<file path="src/rtl/digit_seq_pkg.sv">
// -----------------------------------------------------------------------------
// digit_seq_pkg
//   Shared definitions for the digit sequencer and the display blocks that
//   reuse its hex decoder:
//     - state_t   : sequencer FSM states (ST_GAP only reachable when
//                   DIGIT_SEQ_BLANK_GAP_EN is defined)
//     - SEG_A/SEG_G/SEG_W : segment bit order (bit0 = a .. bit6 = g)
//     - SEG_TABLE : 16-entry hex to active-high 7-segment table
// -----------------------------------------------------------------------------
package digit_seq_pkg;

    typedef enum logic [2:0] {
        ST_IDLE  = 3'd0,
        ST_EMIT  = 3'd1,
        ST_PULSE = 3'd2,
        ST_HOLD  = 3'd3,
        ST_GAP   = 3'd4
    } state_t;

    // Segment a lives in bit 0, segment g in bit 6.
    localparam int SEG_A = 0;
    localparam int SEG_G = 6;
    localparam int SEG_W = SEG_G - SEG_A + 1;

    // Packed so that SEG_TABLE[d] is the code for digit d; the list is
    // therefore written from F down to 0.
    localparam logic [15:0][SEG_W-1:0] SEG_TABLE = {
        7'h71, 7'h79, 7'h5E, 7'h39,   // F E d C
        7'h7C, 7'h77, 7'h6F, 7'h7F,   // b A 9 8
        7'h07, 7'h7D, 7'h6D, 7'h66,   // 7 6 5 4
        7'h4F, 7'h5B, 7'h06, 7'h3F    // 3 2 1 0
    };

endpackage

</file>
<file path="src/rtl/digit_sequencer_hex_to_7seg.sv">
// -----------------------------------------------------------------------------
// hex_to_7seg
//   Purely combinational hex digit to 7-segment decoder.
//   Ports:
//     i_hex [3:0]       : hex digit 0x0..0xF
//     o_seg [SEG_W-1:0] : active-high segments, bit0 = a .. bit6 = g
// -----------------------------------------------------------------------------
module hex_to_7seg
    import digit_seq_pkg::*;
(
    input  logic [3:0]       i_hex,
    output logic [SEG_W-1:0] o_seg
);

    assign o_seg = SEG_TABLE[i_hex];

endmodule

</file>
<file path="src/rtl/digit_sequencer.sv">
// -----------------------------------------------------------------------------
// digit_sequencer
//   Holds a DEPTH-entry buffer of hex digits and plays slots 0..msg_last back
//   one at a time. Each digit is decoded to 7 segments, presented on char_out
//   with a one-cycle char_available strobe, then held for HOLD_TICKS rising
//   edges of the 60 Hz clk60 input before the next digit. Single-shot or
//   looping playback.
//
//   Optional build macro: DIGIT_SEQ_BLANK_GAP_EN
//     When defined, every digit is followed by a blank (char_out = 0, with its
//     own strobe) held for max(HOLD_TICKS/4, 1) clk60 edges before advancing.
//
//   Ports:
//     clk, rst_n      : system clock, asynchronous active-low reset
//     enable          : when low every register (incl. clk60 edge detect) holds
//     clk60           : 60 Hz square wave, edge-detected against clk
//     wr_en/wr_addr/wr_data : buffer write, accepted only while idle
//     msg_last        : index of the last slot played
//     start / stop    : level controls; stop wins over start and advance
//     loop            : sampled at each wrap; 1 restarts from slot 0
//     char_available  : one-cycle strobe, new code on char_out
//     char_out        : 7-segment code, bit0 = a .. bit6 = g
//     busy            : FSM not idle
//     char_index      : slot currently displayed
//     dbg_state       : current FSM state encoding (state_t)
//
//   Handshake: char_available is a push-only strobe with no back-pressure;
//   char_out is stable from the strobe until the next EMIT, so a consumer may
//   sample it on the strobe cycle or any later cycle.
// -----------------------------------------------------------------------------
module digit_sequencer
    import digit_seq_pkg::*;
#(
    parameter int DEPTH      = 8,
    parameter int IDX_W      = 3,
    parameter int HOLD_TICKS = 30
)(
    input  logic             clk,
    input  logic             rst_n,
    input  logic             enable,
    input  logic             clk60,
    input  logic             wr_en,
    input  logic [IDX_W-1:0] wr_addr,
    input  logic [3:0]       wr_data,
    input  logic [IDX_W-1:0] msg_last,
    input  logic             start,
    input  logic             stop,
    input  logic             loop,
    output logic             char_available,
    output logic [6:0]       char_out,
    output logic             busy,
    output logic [IDX_W-1:0] char_index,
    output logic [2:0]       dbg_state
);

    localparam logic [7:0] HOLD_LOAD = 8'(HOLD_TICKS);
`ifdef DIGIT_SEQ_BLANK_GAP_EN
    localparam int         GAP_RAW  = HOLD_TICKS / 4;
    localparam logic [7:0] GAP_LOAD = (GAP_RAW < 1) ? 8'd1 : 8'(GAP_RAW);
`endif

    // ---------------------------------------------------------------- state
    state_t           r_state;
    logic [IDX_W-1:0] r_idx;
    logic [7:0]       r_hold_cnt;
    logic             r_clk60_prev;
    logic [3:0]       r_buf [DEPTH];
    logic             r_char_available;
    logic [6:0]       r_char_out;
    logic [IDX_W-1:0] r_char_index;

    // ---------------------------------------------------------------- wires
    state_t           w_state_nxt;
    logic [IDX_W-1:0] w_idx_nxt;
    logic [7:0]       w_cnt_nxt;
    logic             w_load_code;
    logic             w_blank;
    logic             w_strobe;
    logic             w_wr_ok;
    logic             w_rise;
    state_t           w_adv_state;
    logic [IDX_W-1:0] w_adv_idx;
    logic [3:0]       w_cur_digit;
    logic [6:0]       w_seg;

    assign w_rise      = clk60 & ~r_clk60_prev;
    assign w_cur_digit = r_buf[r_idx];

    hex_to_7seg u_dec (
        .i_hex (w_cur_digit),
        .o_seg (w_seg)
    );

    // Advance decision, evaluated with the live msg_last and loop inputs so a
    // mid-play change takes effect at the next advance. An index already past
    // a newly shortened msg_last is treated as a wrap.
    always_comb begin
        w_adv_state = ST_IDLE;
        w_adv_idx   = r_idx;
        if (r_idx < msg_last) begin
            w_adv_state = ST_EMIT;
            w_adv_idx   = r_idx + 1'b1;
        end else if (loop) begin
            w_adv_state = ST_EMIT;
            w_adv_idx   = '0;
        end
    end

    // Next-state / datapath control.
    always_comb begin
        w_state_nxt = r_state;
        w_idx_nxt   = r_idx;
        w_cnt_nxt   = r_hold_cnt;
        w_load_code = 1'b0;
        w_blank     = 1'b0;
        w_strobe    = 1'b0;
        w_wr_ok     = 1'b0;

        case (r_state)
            ST_IDLE: begin
                w_wr_ok = wr_en;
                if (start && !stop) begin
                    w_idx_nxt   = '0;
                    w_state_nxt = ST_EMIT;
                end
            end

            ST_EMIT: begin
                if (stop) begin
                    w_state_nxt = ST_IDLE;
                end else begin
                    w_load_code = 1'b1;
                    w_strobe    = 1'b1;   // registered: high during PULSE
                    w_state_nxt = ST_PULSE;
                end
            end

            ST_PULSE: begin
                if (stop) begin
                    w_state_nxt = ST_IDLE;
                end else begin
                    w_cnt_nxt   = HOLD_LOAD;
                    w_state_nxt = ST_HOLD;
                end
            end

            ST_HOLD: begin
                if (stop) begin
                    w_state_nxt = ST_IDLE;
                end else if (r_hold_cnt == 8'd0) begin
`ifdef DIGIT_SEQ_BLANK_GAP_EN
                    w_blank     = 1'b1;
                    w_strobe    = 1'b1;   // registered: high on first GAP cycle
                    w_cnt_nxt   = GAP_LOAD;
                    w_state_nxt = ST_GAP;
`else
                    w_idx_nxt   = w_adv_idx;
                    w_state_nxt = w_adv_state;
`endif
                end else if (w_rise) begin
                    w_cnt_nxt = r_hold_cnt - 8'd1;
                end
            end

`ifdef DIGIT_SEQ_BLANK_GAP_EN
            ST_GAP: begin
                if (stop) begin
                    w_state_nxt = ST_IDLE;
                end else if (r_hold_cnt == 8'd0) begin
                    w_idx_nxt   = w_adv_idx;
                    w_state_nxt = w_adv_state;
                end else if (w_rise) begin
                    w_cnt_nxt = r_hold_cnt - 8'd1;
                end
            end
`endif

            default: begin
                w_state_nxt = ST_IDLE;
            end
        endcase
    end

    // Control and output registers.
    always_ff @(posedge clk or negedge rst_n) begin
        if (!rst_n) begin
            r_state          <= ST_IDLE;
            r_idx            <= '0;
            r_hold_cnt       <= 8'd0;
            r_clk60_prev     <= 1'b0;
            r_char_available <= 1'b0;
            r_char_out       <= 7'h00;
            r_char_index     <= '0;
        end else if (enable) begin
            r_state          <= w_state_nxt;
            r_idx            <= w_idx_nxt;
            r_hold_cnt       <= w_cnt_nxt;
            r_clk60_prev     <= clk60;
            r_char_available <= w_strobe;
            if (w_load_code) begin
                r_char_out   <= w_seg;
                r_char_index <= r_idx;
            end else if (w_blank) begin
                r_char_out   <= 7'h00;
            end
        end
    end

    // Digit buffer; a write together with start commits on the same edge
    // that enters EMIT, so the first decode already sees it.
    always_ff @(posedge clk or negedge rst_n) begin
        if (!rst_n) begin
            for (int i = 0; i < DEPTH; i++) begin
                r_buf[i] <= 4'h0;
            end
        end else if (enable && w_wr_ok) begin
            r_buf[wr_addr] <= wr_data;
        end
    end

    assign char_available = r_char_available;
    assign char_out       = r_char_out;
    assign char_index     = r_char_index;
    assign busy           = (r_state != ST_IDLE);
    assign dbg_state      = r_state;

endmodule
</file>
<file path="config.mk">
export PLATFORM = sky130hd
export DESIGN_NAME = digit_sequencer
export DESIGN_NICKNAME = d
export VERILOG_FILES = /design/src/rtl/digit_seq_pkg.sv /design/src/rtl/digit_sequencer_hex_to_7seg.sv /design/src/rtl/digit_sequencer.sv
export SDC_FILE = /design/constraint.sdc
export NUM_CORES = 1
export LEC_CHECK = 0
export CORE_ASPECT_RATIO = 0.9
export CORE_MARGIN = 2
export CORE_UTILIZATION = 40
export DETAILED_ROUTE_END_ITERATION = 10
export PLACE_DENSITY = 0.58
export REMOVE_ABC_BUFFERS = 1
export SKIP_LAST_GASP = 1
export SYNTH_ARGS = -nofsm -noshare
export SYNTH_HDL_FRONTEND = slang
export SYNTH_SLANG_ARGS = --single-unit
</file>
<file path="constraint.sdc">
create_clock -name clk -period 4.57 [get_ports clk]
set_input_delay 0.457 -clock clk [delete_from_list [all_inputs] [get_ports clk]]
set_output_delay 0.457 -clock clk [all_outputs]
set_load 0.02 [all_outputs]
</file>
==> impl_metrics.yaml <==
outcome:
  status: "completed"
die:
  start_util: 0.409
  coreArea_um2: 7510
  std_cell_rows: 30
  dieHeight_um: 87.1
  die_area_um2: 8400
  io_pins: 33
  die_w_um: 96.4
sta:
  drv_slew: 0
  finalHoldViolations: 0
  relSlewSlack: 0.425
  fin_crit_sh: 0.633
  max_freq_mhz: 346
  tightest_slew_ns: 0.861
  setup_viol: 0
  finalCriticalPeriod_ns: 2.89
  rsz0062_at_grt: "false"
  finalClockSkew_ns: 0.00559
  tns_ns: 0
routing:
  totalWireLength_um: 6180
  ant_nets: 0
  route.vias.total: 2004
  wl_per_cell_um: 15.9
  drc_errors: 0
  firstDrtPassIters: 4
  drt_iter0_drc: 64
  vias_per_cell: 5.16
power_and_ir_drop:
  power_density_nw_per_um2: 498
  worst_ir_drop_vdd_v: 0.000222
  power.total_w: 0.00182
  leakage_nw: 1.58
critical_path:
  setup.worst_path.end_class: "flip-flop"
  startpoint_type: "flip-flop"
  critPathRequiredTime_ns: 4.83
  worstSetupPathType: "flip-flop to flip-flop"
  critPathMaxFanout: 13
  worstPathArrival_ns: 3.15
clocking:
  clk_pin_slew_ns: 0.07
  cts_buffers: 9
  cts_tree: "built"
  htreeDepth: 3
  cts_resized: 0
  insertion_delay_ns: 0.35
  cts.sinks: 57
  root_buffer: "clkbuf_8"
  cts_hold_buffers: 0
  post_cts_buffers: 0
  cts.path.max_buffers: 2
grt:
  grt_pass1_wl_um: 10500
  grt_use_total: 0.170
  grt_max_degree: 58
  antenna_found_initial: 0
  grt_overflow: 0
  first_global_vias: 2064
finish:
  fill_cells: 686
  final_util: 0.486
  num-nets-final: 317
  drive_gt1_frac: 0.223
  num_antenna_cells: 0
  syn_to_final_growth_pct: 18.8
synthesis:
  synth_area_per_cell_um2: 12.1
  synth-seq-cells: 57
  synth_xor_area_frac: 0.0171
  synth_fa_ha_area_frac: 0.0489
  yosys_warnings: 0
  synth.top_cell.area_share: 0.464
  synth_most_common_cell: "dfrtp_1"
  yosysTopAreaCell: "dfrtp_1"
  syn_inst: 254
  synthMuxAreaShare: 0.235
  ys_seq_area_frac: 0.464
  synth.top_cells.by_area: "dfrtp_1, mux2_2, ha_1"
  yosys.cell_types.count: 54
  synthSimpleGateAreaFrac: 0.0969
  ys_top_cells_by_count: "dfrtp_1, mux2_2, inv_1"
  synth_compound_area_frac: 0.0961
  netlist_area_um2: 3070
  synth_ff_type: "dfrtp_1"
  synth_top_family_by_area: "multiplexers"
  postSynth.asyncResetShare: 1.00
  synth_edf_count: 0
place:
  gp_congestion: 0.770
  portBuffers: 31
  hpwl_um: 4290
flow_run:
  cap_violations: 0
min_path:
  hold_path.class: "primary input to async pin"
==> sequential cells by signal, indices dropped and copies added, names as in the netlist <==
register / count
r_buf: 32
r_hold_cnt: 8
char_out: 7
char_index: 3
r_idx: 3
dbg_state: 2
char_available: 1
r_clk60_prev: 1
==> path summary, 6_finish.rpt <==
kind | cells past startpoint | slack, ns | end | from
hold reg to reg | 2 | 0.48 | char_index[2] | char_index[2]
setup / recovery | 8 | 1.68 | char_out[5] | r_idx[0]
setup reg to reg | 8 | 1.68 | char_out[5] | r_idx[0]
max in group asynchronous | 2 | 3.85 | char_index[1] | rst_n
hold / removal | 2 | 0.23 | r_hold_cnt[1] | rst_n
min in group clk | 2 | 0.48 | char_index[2] | char_index[2]
==> critical path, cell delays in order (launching register included) <==
cell,delay (ns)
dfrtp_1,0.75
mux4_1,0.63
mux2i_1,0.44
inv_1,0.16
ha_1,0.25
inv_1,0.10
mux2i_1,0.07
mux2_1,0.28
o21ai_1,0.12
==> cells in the final DEF, fill, tap and decap left out, types with 2 or more instances in the layout <==
master	n
xnor2_1	5
nand2_1	17
mux4_1	4
clkbuf_8	9
ha_1	12
mux2_2	36
nand3b_1	2
nor3_1	2
o22ai_1	3
a21o_1	2
mux4_2	4
nor2_1	11
o21ai_0	5
o21ai_1	7
nor2b_1	4
inv_1	18
a2111oi_0	3
a211oi_1	4
mux2_1	2
mux2i_1	6
dfrtp_1	57
clkinvlp_4	3
a21oi_1	3
nand3_1	3
or3_1	4
and3_1	2
nor3b_1	3
clkdlybuf4s50_1	30
inv_6	2
o211ai_1	2
==> logic make-up (layout without fill, tap and decap cells) <==
| logic type | Yosys count | after routing |
|---|---|---|
| AO/OA/AOI/OAI | 40 | 40 |
| XOR/XNOR | 6 | 6 |
| adder cells (fa/ha/maj) | 12 | 12 |
| buffers and inverters | 28 | 66 |
| flip-flops | 57 | 57 |
| multiplexers | 54 | 54 |
| other | 1 | 1 |
| AND/OR/NAND/NOR | 56 | 56 |
==> per-layer routing <==
layer / track usage / routed length (µm) / vias to the layer above
met5: 0 / 0 / -
met4: 0.0423 / 27 / 0
met3: 0.0606 / 262 / 4
met2: 0.259 / 2920 / 34
met1: 0.232 / 2980 / 975
li1: - / - / 991
==> per-stage QoR <==
stage	std cells	area, µm²	worst slack (ns)	hold slack (ns)
after floorplan	244	3010	2.07	0.161
after global placement	372	3450	1.77	0.464
after detailed placement	372	3450	1.69	0.475
after CTS	388	3650	1.68	0.269
after global routing	388	3650	1.36	0.317
final	388	3650	1.68	0.229
==> report_power, final <==
part,internal (W),switching (W)
clock,0.000256,0.000228
combinational,0.000303,0.000277
sequential,0.000656,0.0000984
==> final cells by class <==
class	instances	area (µm²)	area share
Multi-Input combinational cell	169	1520	0.417
Sequential cell	57	1430	0.391
Timing Repair Buffer	32	313	0.0857
Clock buffer	9	124	0.0339
Tap cell	96	120	0.0329
Clock inverter	7	78.8	0.0216
Inverter	18	67.6	0.0185
No activity file was read; power rests on OpenSTA's default activity.
